[config.mk]
export PLATFORM = sky130hd
export DESIGN_NAME = fifo_lvl
export DESIGN_NICKNAME = d
export VERILOG_FILES = /design/src/rtl/fifo_lvl_regfile.sv /design/src/rtl/fifo_lvl.sv
export SDC_FILE = /design/constraint.sdc
export NUM_CORES = 1
export LEC_CHECK = 0
export BUFFER_PORTS_ARGS = -buffer_cell sky130_fd_sc_hd__buf_2
export CORE_UTILIZATION = 60
export CTS_CLUSTER_DIAMETER = 60
export CTS_CLUSTER_SIZE = 16
export DETAILED_ROUTE_END_ITERATION = 10
export PLACE_DENSITY = 0.8
export SYNTH_ARGS = -nofsm -noshare
export SYNTH_HDL_FRONTEND = slang
export SYNTH_SLANG_ARGS = --single-unit
[constraint.sdc]
create_clock -name clk -period 2.84 [get_ports clk]
set_input_delay 0.568 -clock clk [delete_from_list [all_inputs] [get_ports clk]]
set_output_delay 0.568 -clock clk [all_outputs]
set_load 0.02 [all_outputs]
[src/rtl/fifo_lvl_regfile.sv]
// fifo_lvl_regfile: storage array for fifo_lvl.
//   2**W entries of B bits, one synchronous write port and one
//   asynchronous (combinational) read port so the FIFO head is visible
//   without a read cycle.
// Ports:
//   clk    in   clock
//   we     in   write enable
//   waddr  in   [W-1:0] write address
//   wdata  in   [B-1:0] write data
//   raddr  in   [W-1:0] read address
//   rdata  out  [B-1:0] read data, combinational from mem[raddr]
module fifo_lvl_regfile #(
  parameter int B = 8,
  parameter int W = 4
) (
  input  logic         clk,
  input  logic         we,
  input  logic [W-1:0] waddr,
  input  logic [B-1:0] wdata,
  input  logic [W-1:0] raddr,
  output logic [B-1:0] rdata
);

  logic [B-1:0] mem [2**W];

  // NOTE: the array has no reset; contents are only meaningful once written,
  // and leaving it unreset lets synthesis map it to plain RAM/regfile cells.
  always_ff @(posedge clk) begin
    if (we) mem[waddr] <= wdata;
  end

  assign rdata = mem[raddr];

endmodule

[src/rtl/fifo_lvl.sv]
// fifo_lvl: parametrised synchronous show-ahead FIFO with occupancy count,
//   almost-full/almost-empty thresholds, synchronous flush and sticky
//   overflow/underflow flags.
// Ports:
//   clk           in   clock, rising edge
//   reset_n       in   asynchronous active-low reset
//   flush         in   synchronous clear of contents (wins over wr/rd)
//   wr, wr_data   in   write request and data
//   rd            in   pop request
//   rd_data       out  head entry (undefined when empty)
//   full, empty   out  count == DEPTH / count == 0
//   almost_full   out  count >= AF_THR
//   almost_empty  out  count <= AE_THR
//   count         out  [W:0] stored entries
//   overflow      out  sticky: write rejected while full
//   underflow     out  sticky: read rejected while empty
//   clr_err       in   synchronous clear of overflow/underflow
module fifo_lvl #(
  parameter int B      = 8,
  parameter int W      = 4,
  parameter int AF_THR = 2**W - 2,
  parameter int AE_THR = 1
) (
  input  logic         clk,
  input  logic         reset_n,
  input  logic         flush,
  input  logic         wr,
  input  logic [B-1:0] wr_data,
  input  logic         rd,
  output logic [B-1:0] rd_data,
  output logic         full,
  output logic         empty,
  output logic         almost_full,
  output logic         almost_empty,
  output logic [W:0]   count,
  output logic         overflow,
  output logic         underflow,
  input  logic         clr_err
);

  localparam logic [W:0] DEPTH_C = (W+1)'(2**W);
  localparam logic [W:0] AF_C    = (W+1)'(AF_THR);
  localparam logic [W:0] AE_C    = (W+1)'(AE_THR);

  logic [W-1:0] wr_ptr_q, wr_ptr_d;
  logic [W-1:0] rd_ptr_q, rd_ptr_d;
  logic [W:0]   count_q, count_d;
  logic         full_q, full_d;
  logic         empty_q, empty_d;
  logic         af_q, af_d;
  logic         ae_q, ae_d;
  logic         overflow_q, overflow_d;
  logic         underflow_q, underflow_d;
  logic         wr_acc, rd_acc, we;

  // NOTE: every signal assigned here gets a default first so no path leaves
  // it unassigned, which is what would otherwise infer a latch.
  always_comb begin
    // Accept decisions use the registered flags; a full FIFO still takes a
    // write when a pop frees the head slot in the same cycle.
    wr_acc   = wr & (~full_q | rd);
    rd_acc   = rd & ~empty_q;
    wr_ptr_d = wr_ptr_q;
    rd_ptr_d = rd_ptr_q;
    count_d  = count_q;

    if (flush) begin
      wr_ptr_d = '0;
      rd_ptr_d = '0;
      count_d  = '0;
    end else begin
      if (wr_acc) wr_ptr_d = wr_ptr_q + W'(1);
      if (rd_acc) rd_ptr_d = rd_ptr_q + W'(1);
      count_d = count_q + (W+1)'(wr_acc) - (W+1)'(rd_acc);
    end

    // Flags are registered from the next count so they line up with it.
    full_d  = (count_d == DEPTH_C);
    empty_d = (count_d == '0);
    af_d    = (count_d >= AF_C);
    ae_d    = (count_d <= AE_C);

    // A new error event wins over a coincident clear; flush masks detection.
    overflow_d  = (~flush & wr & full_q & ~rd) | (overflow_q  & ~clr_err);
    underflow_d = (~flush & rd & empty_q)      | (underflow_q & ~clr_err);

    we = wr_acc & ~flush;
  end

  // NOTE: state registers use non-blocking assignments so every flop samples
  // the pre-edge values computed above, independent of statement order.
  always_ff @(posedge clk or negedge reset_n) begin
    if (!reset_n) begin
      wr_ptr_q    <= '0;
      rd_ptr_q    <= '0;
      count_q     <= '0;
      full_q      <= 1'b0;
      empty_q     <= 1'b1;
      af_q        <= 1'b0;
      ae_q        <= 1'b1;
      overflow_q  <= 1'b0;
      underflow_q <= 1'b0;
    end else begin
      wr_ptr_q    <= wr_ptr_d;
      rd_ptr_q    <= rd_ptr_d;
      count_q     <= count_d;
      full_q      <= full_d;
      empty_q     <= empty_d;
      af_q        <= af_d;
      ae_q        <= ae_d;
      overflow_q  <= overflow_d;
      underflow_q <= underflow_d;
    end
  end

  fifo_lvl_regfile #(.B(B), .W(W)) u_regfile (
    .clk   (clk),
    .we    (we),
    .waddr (wr_ptr_q),
    .wdata (wr_data),
    .raddr (rd_ptr_q),
    .rdata (rd_data)
  );

  assign full         = full_q;
  assign empty        = empty_q;
  assign almost_full  = af_q;
  assign almost_empty = ae_q;
  assign count        = count_q;
  assign overflow     = overflow_q;
  assign underflow    = underflow_q;

endmodule

# Word level (Yosys, flattened, before mapping)
# Memory sizes are Yosys's and may differ from the RTL's.
# Index checks and enable logic that the tools add are counted.
dict set report word_totals {
  ramBits 128
  out_inout_bits 19
  wordCells 45
  input_bits 14
  regBits 19
  mem_count 1
}
dict set report op_classes {
  n_lt_le_gt_ge 2
  n_addsub 4
  muxes 7
  bitwise_logic 18
  n_eq_ne 1
  reduce_logical 3
}
# memory words word_bits read_ports rd_clocked_by_memory_dff write_ports line_no
set memory_table {}
lappend memory_table {u_regfile.mem 16 8 1 0 1 fifo_lvl_regfile.sv:24} ;# logic [B-1:0] mem [2**W];
# cell n
set op_table {}
lappend op_table {{$mux W4} 4}
lappend op_table {{$and A1 B1 Y1} 10}
lappend op_table {{$add A4 B1 Y4 const B} 2}
lappend op_table {{$add A5 B1 Y5} 1}
lappend op_table {{$eq A5 B5 Y1 const B} 1}
lappend op_table {{$ge A5 B4 Y1 const B} 1}
lappend op_table {{$le A5 B1 Y1 const B} 1}
lappend op_table {{$logic_not A5 Y1} 1}
lappend op_table {{$mux W5} 1}
lappend op_table {{$not A1 Y1} 5}
lappend op_table {{$sub A5 B1 Y5} 1}
lappend op_table {{$reduce_bool A2 Y1} 2}
lappend op_table {{$or A1 B1 Y1} 3}
lappend op_table {{$mux W1} 2}

# Longest topological paths before layout
# Gate-level depths: netlist of run 1.
dict set report depth {
  ltp_word 7
  mapped_depth 10
  depth_no_buf 10
}

# Cells and area by module
# From an unflattened synthesis of run 1, not the netlist that was laid out.
dict set report hier_totals {
  cells_unflattened 310
  area_unflattened_um2 5948.2
}
# module cells_per_inst area_each_um2 instances seq_area_each_um2
set by_module_without_submodules {}
lappend by_module_without_submodules {fifo_lvl_regfile 221 4987.3 1 3843.7}
lappend by_module_without_submodules {fifo_lvl 89 960.9 1 478.0}

# Least setup slack after synthesis of run 1
# OpenSTA, ideal clock, no wires.
dict set report synth_path {
  kind {input to register}
  startpoint {in rd}
  endpoint {reg full_q (netlist: full)}
  n_path_buf 0
  slack_ps 289
  path_stages 10
  t_required_ps 2735
  arrival_ps 2446
  setup_time_ps 105
  cell_sequence {nand2b_1 > nand2_1 > ha_1 > inv_1 > ha_1 > fa_1 > a21o_1 > a21oi_1 > xnor2_1 > nor4b_1}
}
dict set report synth_via {
  elab_chain_len 6
  elab_cells_between_ends 7
  classes_between {add/sub (2); eq/ne (1); mux (1); bitwise (3)}
}
# item line_no
set synth_lines {}
lappend synth_lines {{from (decl)} fifo_lvl.sv:29} ;# input logic rd,
lappend synth_lines {{$or A1 B1 Y1} fifo_lvl.sv:61} ;# wr_acc = wr & (~full_q | rd);
lappend synth_lines {{$and A1 B1 Y1} fifo_lvl.sv:61}
lappend synth_lines {{$add A5 B1 Y5} fifo_lvl.sv:74} ;# count_d = count_q + (W+1)'(wr_acc) - (W+1)'(rd_acc);
lappend synth_lines {{$sub A5 B1 Y5 *} fifo_lvl.sv:74}
lappend synth_lines {{$mux W5 *} fifo_lvl.sv:67} ;# if (flush) begin
lappend synth_lines {{$eq A5 B5 Y1 *} fifo_lvl.sv:78} ;# full_d = (count_d == DEPTH_C);
lappend synth_lines {{via full_d} fifo_lvl.sv:48} ;# logic full_q, full_d;
lappend synth_lines {{to (signal assigned)} fifo_lvl.sv:107} ;# full_q <= full_d;
lappend synth_lines {{to (decl)} fifo_lvl.sv:48}
# The timed path passes the listed nets; every way through them passes the cells marked *.
# A chain may end at the register's enable or synchronous reset.

# Worst setup path in the final report of run 1
dict set report layout_path {
  startpoint {reg rd_ptr_q[0]}
  endpoint {out rd_data[2]}
}
dict set report layout_via {
  elab_chain_len 1
}
# item line_no
set layout_lines {}
lappend layout_lines {{from (decl)} fifo_lvl.sv:46} ;# logic [W-1:0] rd_ptr_q, rd_ptr_d;
lappend layout_lines {{from (signal assigned)} fifo_lvl.sv:105} ;# rd_ptr_q <= rd_ptr_d;
lappend layout_lines {{$mem_v2 Z16 W8} --}
lappend layout_lines {{to (decl)} fifo_lvl.sv:30} ;# output logic [B-1:0] rd_data,
# Every way passes these cells.

==> flow_summary_export.csv, run 1 <==
group,metric,value,unit
sta,tightestPinTransition,0.663,ns
worst_setup_path,cp.arrival,2.46,ns
synth,ys_top_cells_by_count,"edfxtp_1, nor2_1, mux4_2",
outcome,outcome,"finished, violations left",
route,routed_wl,11900,um
worst_setup_path,required,2.27,ns
sta,final_hold_viol_count,0,
synth,postSynthCellCount,298,
synth,yosysMostFrequentCell,"edfxtp_1",
worst_setup_path,critPathMaxFanout,5,
synth,ys_types,35,
synth,synth_top_cell_area_share,63.8,%
sta,worst_slack,-0.188,ns
cells_and_area,drive_gt1_share,30.6,%
grt,antenna_found_initial,0,
floorplan,rows,36,
route,dr.pass1.iters,4,
power_and_ir_drop,p_leak,2.46,nW
route,vias,2966,
power_and_ir_drop,power.density,783,nW/um^2
synth,synthTopCellsByArea,"edfxtp_1, mux4_1, mux4_2",
clock_tree,htreeDepth,4,
grt,grt_pass1_wl,18000,um
cells_and_area,finalNetCount,384,
cells_and_area,diodes,0,
floorplan,initial_utilization,61.9,%
power_and_ir_drop,irDropWorstVdd,0.636,mV
synth,seq_area_frac_synth,71.8,%
synth,async_flop_share,12.9,%
grt,grt_usage,26.1,%
worst_setup_path,cp-start-kind,"flip-flop",
clock_tree,clkSlewWorstSetupHoldPaths,0.06,ns
route,vias_per_cell,5.87,
outcome,failed_checks,"setup timing",
sta,whs,0.251,ns
synth,ys_warn_count,0,
synth,synthFlopType,"edfxtp_1",
clock_tree,cts_root_buf,"clkbuf_8",
synth,synth_area,6020,um^2
placed_design,placed_area,6420,um^2
worst_setup_path,r2r_setup_slack,0.39,ns
sta,finalSetupViolations,8,
route,wire_per_inst,23.6,um
floorplan,die_x,102,um
clock_tree,cts_buffers,17,
floorplan,die_area,10400,um^2
min_path,worstHoldPathType,"primary input to flip-flop",
clock_tree,cts_sinks,147,
synth,synth_nets,323,
sta,skew,0.00833,ns
sta,maxSlewHeadroom,55.8,%
worst_setup_path,endpoint_kind,"output pin",
sta,final_max_slew_viol_count,0,
clock_tree,cts_tree,"done",
grt,grt_pass1_vias,3101,
sta,max_freq,0.330,GHz
clock_tree,clockBufferDepth,2,
clock_tree,clk_latency,0.52,ns
synth,synth-seq-cells,147,
route,drtIter0Drc,206,
cells_and_area,fin_area,6960,um^2
placed_design,place_congestion,0.778,
sta,finalSetupTns,-1.04,ns
synth,synth_top_area_cell,"edfxtp_1",
placed_design,numPortBuffers,32,
sta,fin_crit_sh,107,%
floorplan,fp.dieH,102,um
floorplan,ioPinCount,33,
sta,rsz0062_at_grt,"yes",
synth,postSynthAreaPerCell,20.2,um^2
cells_and_area,syn_to_final_growth,15.6,%
synth,synth_edf_count,128,
grt,grt_max_degree,33,
placed_design,dpl.hpwl,7400,um
route,route.detailed.drc,0,
grt,overflow,0,
flow_run,maxCapViolCount,0,
route,ant_nets,0,
sta,fin_crit,3.03,ns
worst_setup_path,critical_path_class,"flip-flop to output pin",
floorplan,core,9730,um^2
cell type report:
| class | instances | area [um^2] |
|---|---|---|
| clock buffers | 17 | 414 |
| clock inverters | 15 | 108 |
| fillers | 616 | 2770 |
| inverters | 11 | 41.3 |
| multi-input cells | 125 | 1510 |
| flip-flops and latches | 147 | 4320 |
| well taps | 133 | 166 |
| repair buffers | 57 | 397 |
cells in the final DEF (no fill, tap or decap), drive strengths merged:
cell	netlist	layout
clkinv	0	9
nand4	2	2
and3	2	2
o22ai	1	1
edfxtp	128	128
o21ai	2	2
a41o	1	1
nand2b	3	3
mux2i	1	1
xnor2	3	3
nor4b	1	1
a31o	1	1
a21oi	3	3
dfstp	2	2
ha	10	10
nor2	23	23
clkbuf	4	17
o32ai	1	1
nand3	3	3
nor2b	3	3
nand2	10	10
xor2	6	6
a21o	2	2
dfrtp	17	17
clkinvlp	0	2
or3	1	1
nor3	4	4
fa	1	1
inv	11	15
nor3b	1	1
mux4	40	40
buf	11	56
dlygate4sd3	0	1
critical path: stages, from the launching register on:
cell	delay (ns)
dfrtp_2	0.45
buf_4	0.20
mux4_1	0.60
mux4_2	0.50
buf_2	0.18
sequential cells by signal (all words and copies together) (netlist names):
| name | cells |
|---|---|
| almost_empty | 1 |
| underflow | 1 |
| count | 5 |
| rd_ptr_q | 4 |
| overflow | 1 |
| wr_ptr_q | 4 |
| u_regfile.mem | 128 |
| empty | 1 |
| full | 1 |
| almost_full | 1 |
report_power, final:
group          leakage [nW]  total, mW  internal (mW)  switching [mW]
Clock                 0.254       1.93           1.07           0.856
Combinational         0.803       1.02          0.453           0.564
Sequential             1.40       2.51           2.45          0.0562
Total                  2.46       5.45           3.98            1.48
metrics by stage:
step / utilization [%] / worst slack, ns / std cells / total power, mW
global placement: 66.0 / 0.197 / 471 / 3.50
global route: 71.6 / -0.238 / 505 / 5.67
CTS: 71.5 / -0.215 / 505 / 5.49
finish: 71.6 / -0.188 / 505 / 5.45
detailed placement: 66.0 / 0.118 / 471 / 3.55
floorplan: - / 0.289 / 298 / 3.27
cell families (layout without fill, tap and decap cells):
group	Yosys count	in the layout	share of synthesized area (%)
XOR/XNOR	9	9	1.31
multiplexers	41	41	16.3
AO/OA/AOI/OAI	11	11	1.23
buffers and inverters	26	100	2.93
AND/OR/NAND/NOR	53	53	4.05
adder cells (fa/ha/maj)	11	11	2.41
flip-flops	147	147	71.8
metal layers:
layer / track usage, % / vias to the layer above / routed length (um)
met1: 34.2 / 1501 / 4590
met4: 13.4 / 0 / 256
met5: 0 / - / 0
met2: 40.8 / 123 / 6050
li1: - / 1323 / -
met3: 6.84 / 19 / 1010
repair_timing:
action                                  4_1_cts  5_1_grt
cloned                                        0        0
hold buffers                                  1        0
buffers inserted                              1        0
endpoints found under the setup margin        8        8
gates resized for setup                       1        5
endpoints found under the hold margin        17        0
final timing paths:
path,start,to,cells past startpoint
hold / removal,clr_err,overflow$_DFF_PN0_,2
hold reg to reg,overflow$_DFF_PN0_,overflow$_DFF_PN0_,2
max in group asynchronous,reset_n,rd_ptr_q[0]$_DFFE_PN0P_,2
setup / recovery,rd_ptr_q[0]$_DFFE_PN0P_,rd_data[2],4
min in group asynchronous,reset_n,full$_DFF_PN0_,2
setup reg to reg,empty$_DFF_PN1_,full$_DFF_PN0_,9
Note: power is estimated with default switching activity, not from simulation.
==> run 2, diff against run 1 <==
Settings changed: ABC_AREA from default to 1, PLACE_DENSITY 0.8 to 0.79.
==> flow_summary_export.csv, run 2 <==
group,metric,value,unit
sta,fin_crit_sh,94.0,%
min_path,worstHoldPathType,"primary input to flip-flop",
placed_design,pre_cts_slack,0.334,ns
power_and_ir_drop,pwr-share-clk,39.2,%
synth,ys_types,24,
power_and_ir_drop,p_leak,3.01,nW
worst_setup_path,critPathMaxFanout,27,
flow_run,maxCapViolCount,0,
sta,fin_crit,2.67,ns
grt,grt_max_degree,54,
route,drtIter0Drc,452,
worst_setup_path,crit_path_frequent_cell,"nand3_1",
route,ant_nets,0,
sta,max_freq,0.375,GHz
worst_setup_path,critPathSlowestCell,"dfrtp_1",
placed_design,place_congestion,0.854,
clock_tree,clk_latency,0.52,ns
grt,grt_pass1_wl,21900,um
synth,synth_nets,607,
sta,final_max_slew_viol_count,0,
cells_and_area,largest_reg_flops,128,
sta,maxSlewHeadroom,45.5,%
floorplan,die_x,105,um
clock_tree,clkSlewWorstSetupHoldPaths,0.06,ns
clock_tree,cts_sinks,147,
synth,synth_top_cell_area_share,60.5,%
worst_setup_path,required,2.27,ns
worst_setup_path,path_cells,"inv_2 > buf_12 > nor2_1 > o21ai_1 > nand3_1 > nand3_1 > nand2_1 > buf_2",
clock_tree,cts_tree,"done",
power_and_ir_drop,p_int,4.45,mW
worst_setup_path,critical_path_class,"flip-flop to output pin",
synth,async_flop_share,12.9,%
synth,seq_area_frac_synth,68.0,%
grt,grt_pass1_vias,4327,
placed_design,placed_area,6690,um^2
synth,synth_area,6350,um^2
floorplan,initial_utilization,61.8,%
cells_and_area,final_common_cell,"nand2_1",
floorplan,fp.dieH,105,um
sta,finalSetupTns,0,ns
worst_setup_path,critical_path_buf_inv_count,3,
worst_setup_path,cp_top_family,"buffers and inverters",
clock_tree,clockBufferDepth,2,
synth,ys_warn_count,0,
floorplan,ioPinCount,33,
power_and_ir_drop,combPwrFrac,20.5,%
synth,synthTopCellsByArea,"edfxtp_1, nand2_1, dfrtp_1",
cells_and_area,finalNetCount,652,
worst_setup_path,cp.arrival,2.10,ns
power_and_ir_drop,power.density,841,nW/um^2
synth,synth-seq-cells,147,
route,routed_wl,13700,um
sta,finalSetupViolations,0,
grt,antenna_found_initial,0,
cells_and_area,fin_area,7350,um^2
synth,ys_top_cells_by_count,"nand2_1, edfxtp_1, nor2_1",
worst_setup_path,max_stage_delay,0.38,ns
cells_and_area,syn_to_final_growth,15.7,%
power_and_ir_drop,p_seq_share,40.3,%
cells_and_area,top_regs,"u_regfile.mem: 128 flops, count: 5 flops",
worst_setup_path,cp-start-kind,"flip-flop",
synth,synth_edf_count,128,
sta,skew,0.00733,ns
synth,postSynthCellCount,582,
outcome,outcome,"finished, final reports clean",
grt,overflow,0,
grt,grt_usage,27.2,%
clock_tree,htreeDepth,4,
placed_design,numPortBuffers,32,
synth,postSynthAreaPerCell,10.9,um^2
placed_design,dpl.hpwl,8570,um
floorplan,core,10300,um^2
route,wire_per_inst,17.7,um
floorplan,die_area,11000,um^2
floorplan,rows,37,
cells_and_area,mostFrequentLayoutCells,"nand2_1, edfxtp_1, nor2_1",
synth,synth_top_area_cell,"edfxtp_1",
power_and_ir_drop,power.switching,1.73,mW
power_and_ir_drop,irDropWorstVdd,0.672,mV
cells_and_area,finalCoreUtilization,71.5,%
synth,synthFlopType,"edfxtp_1",
route,vias,4301,
cells_and_area,diodes,0,
clock_tree,post_cts_buffers,0,
route,route.detailed.drc,0,
sta,tightestPinTransition,0.814,ns
clock_tree,cts_root_buf,"clkbuf_8",
clock_tree,cts_buffers,17,
power_and_ir_drop,netSwitchingFraction,28.0,%
sta,final_hold_viol_count,0,
cells_and_area,drive_gt1_share,14.7,%
clock_tree,cts_resized,0,
power_and_ir_drop,p_total,6.18,mW
sta,worst_slack,0.171,ns
worst_setup_path,endpoint_kind,"output pin",
sta,rsz0062_at_grt,"no",
synth,yosysMostFrequentCell,"nand2_1",
cells_and_area,regMostFlops,"u_regfile.mem",
route,dr.pass1.iters,5,
route,vias_per_cell,5.54,
[run 2: changes by cell type after synthesis, moves of 6 or more]
cell	previous run	this run
nor2_1	23	64
mux4_1	19	0
o21ai_0	2	11
o211ai_2	0	8
o211ai_1	0	6
inv_1	11	41
o21ai_1	0	13
buf_2	2	12
xor2_1	6	0
mux4_2	21	0
nand2_1	10	184
nand3_1	3	59
[run 2: metrics by stage]
step / hold slack (ns) / std cells
3_5_place_dp: 0.516 / 743
6_report: 0.253 / 776
5_1_grt: 0.238 / 776
2_1_floorplan: 0.272 / 582
3_3_place_gp: 0.505 / 743
4_1_cts: 0.233 / 776
[run 2: what timing repair did]
action	in CTS	in global routing
hold buffers	1	0
endpoints found under the hold margin	17	0
endpoints found under the setup margin	0	0
[run 2: kinds of logic after synthesis]
logic type	after synthesis	synth area share, %
compound gates	47	5.00
flops	147	68.0
fa+ha+maj	11	2.29
simple gates	308	19.5
buf+inv	69	5.20
[run 2: cell type report]
| type | instances | area, um^2 |
|---|---|---|
| clock inverters | 15 | 235 |
| clock buffers | 17 | 414 |
| multi-input cells | 366 | 1700 |
| fillers | 723 | 2930 |
| repair buffers | 51 | 343 |
| well taps | 136 | 170 |
| inverters | 44 | 165 |
| flip-flops and latches | 147 | 4320 |
[run 2: path summary, 6_finish.rpt]
check                                         from                    end  slack, ns  cells past startpoint
min in group asynchronous                  reset_n  almost_full$_DFF_PN0_       0.51                      2
min reg2reg                    underflow$_DFF_PN0_    underflow$_DFF_PN0_       0.53                      2
max                        rd_ptr_q[1]$_DFFE_PN0P_             rd_data[1]       0.17                      8
max reg2reg                        empty$_DFF_PN1_         full$_DFF_PN0_       0.52                     13
max in group asynchronous                  reset_n        empty$_DFF_PN1_       2.00                      2
min                                          flush     count[0]$_DFF_PN0_       0.25                      2
[run 2: routing by layer]
metal  GRT usage [%]  vias to the layer above  wire [um]
li1                -                     2051          -
met1            35.0                     2022       5390
met2            44.4                      208       6940
met3            7.05                       20       1130
met4            10.7                        0        259
met5               0                        -          0
[run 2: power groups by stage]
stage          clock (mW)  combinational (mW)  sequential [mW]
6_report             2.43                1.27             2.49
5_1_grt              2.55                1.41             2.50
4_1_cts              2.45                1.27             2.49
3_5_place_dp            0                1.26             2.53
3_3_place_gp            0                1.22             2.53
2_1_floorplan           0               0.834             2.60
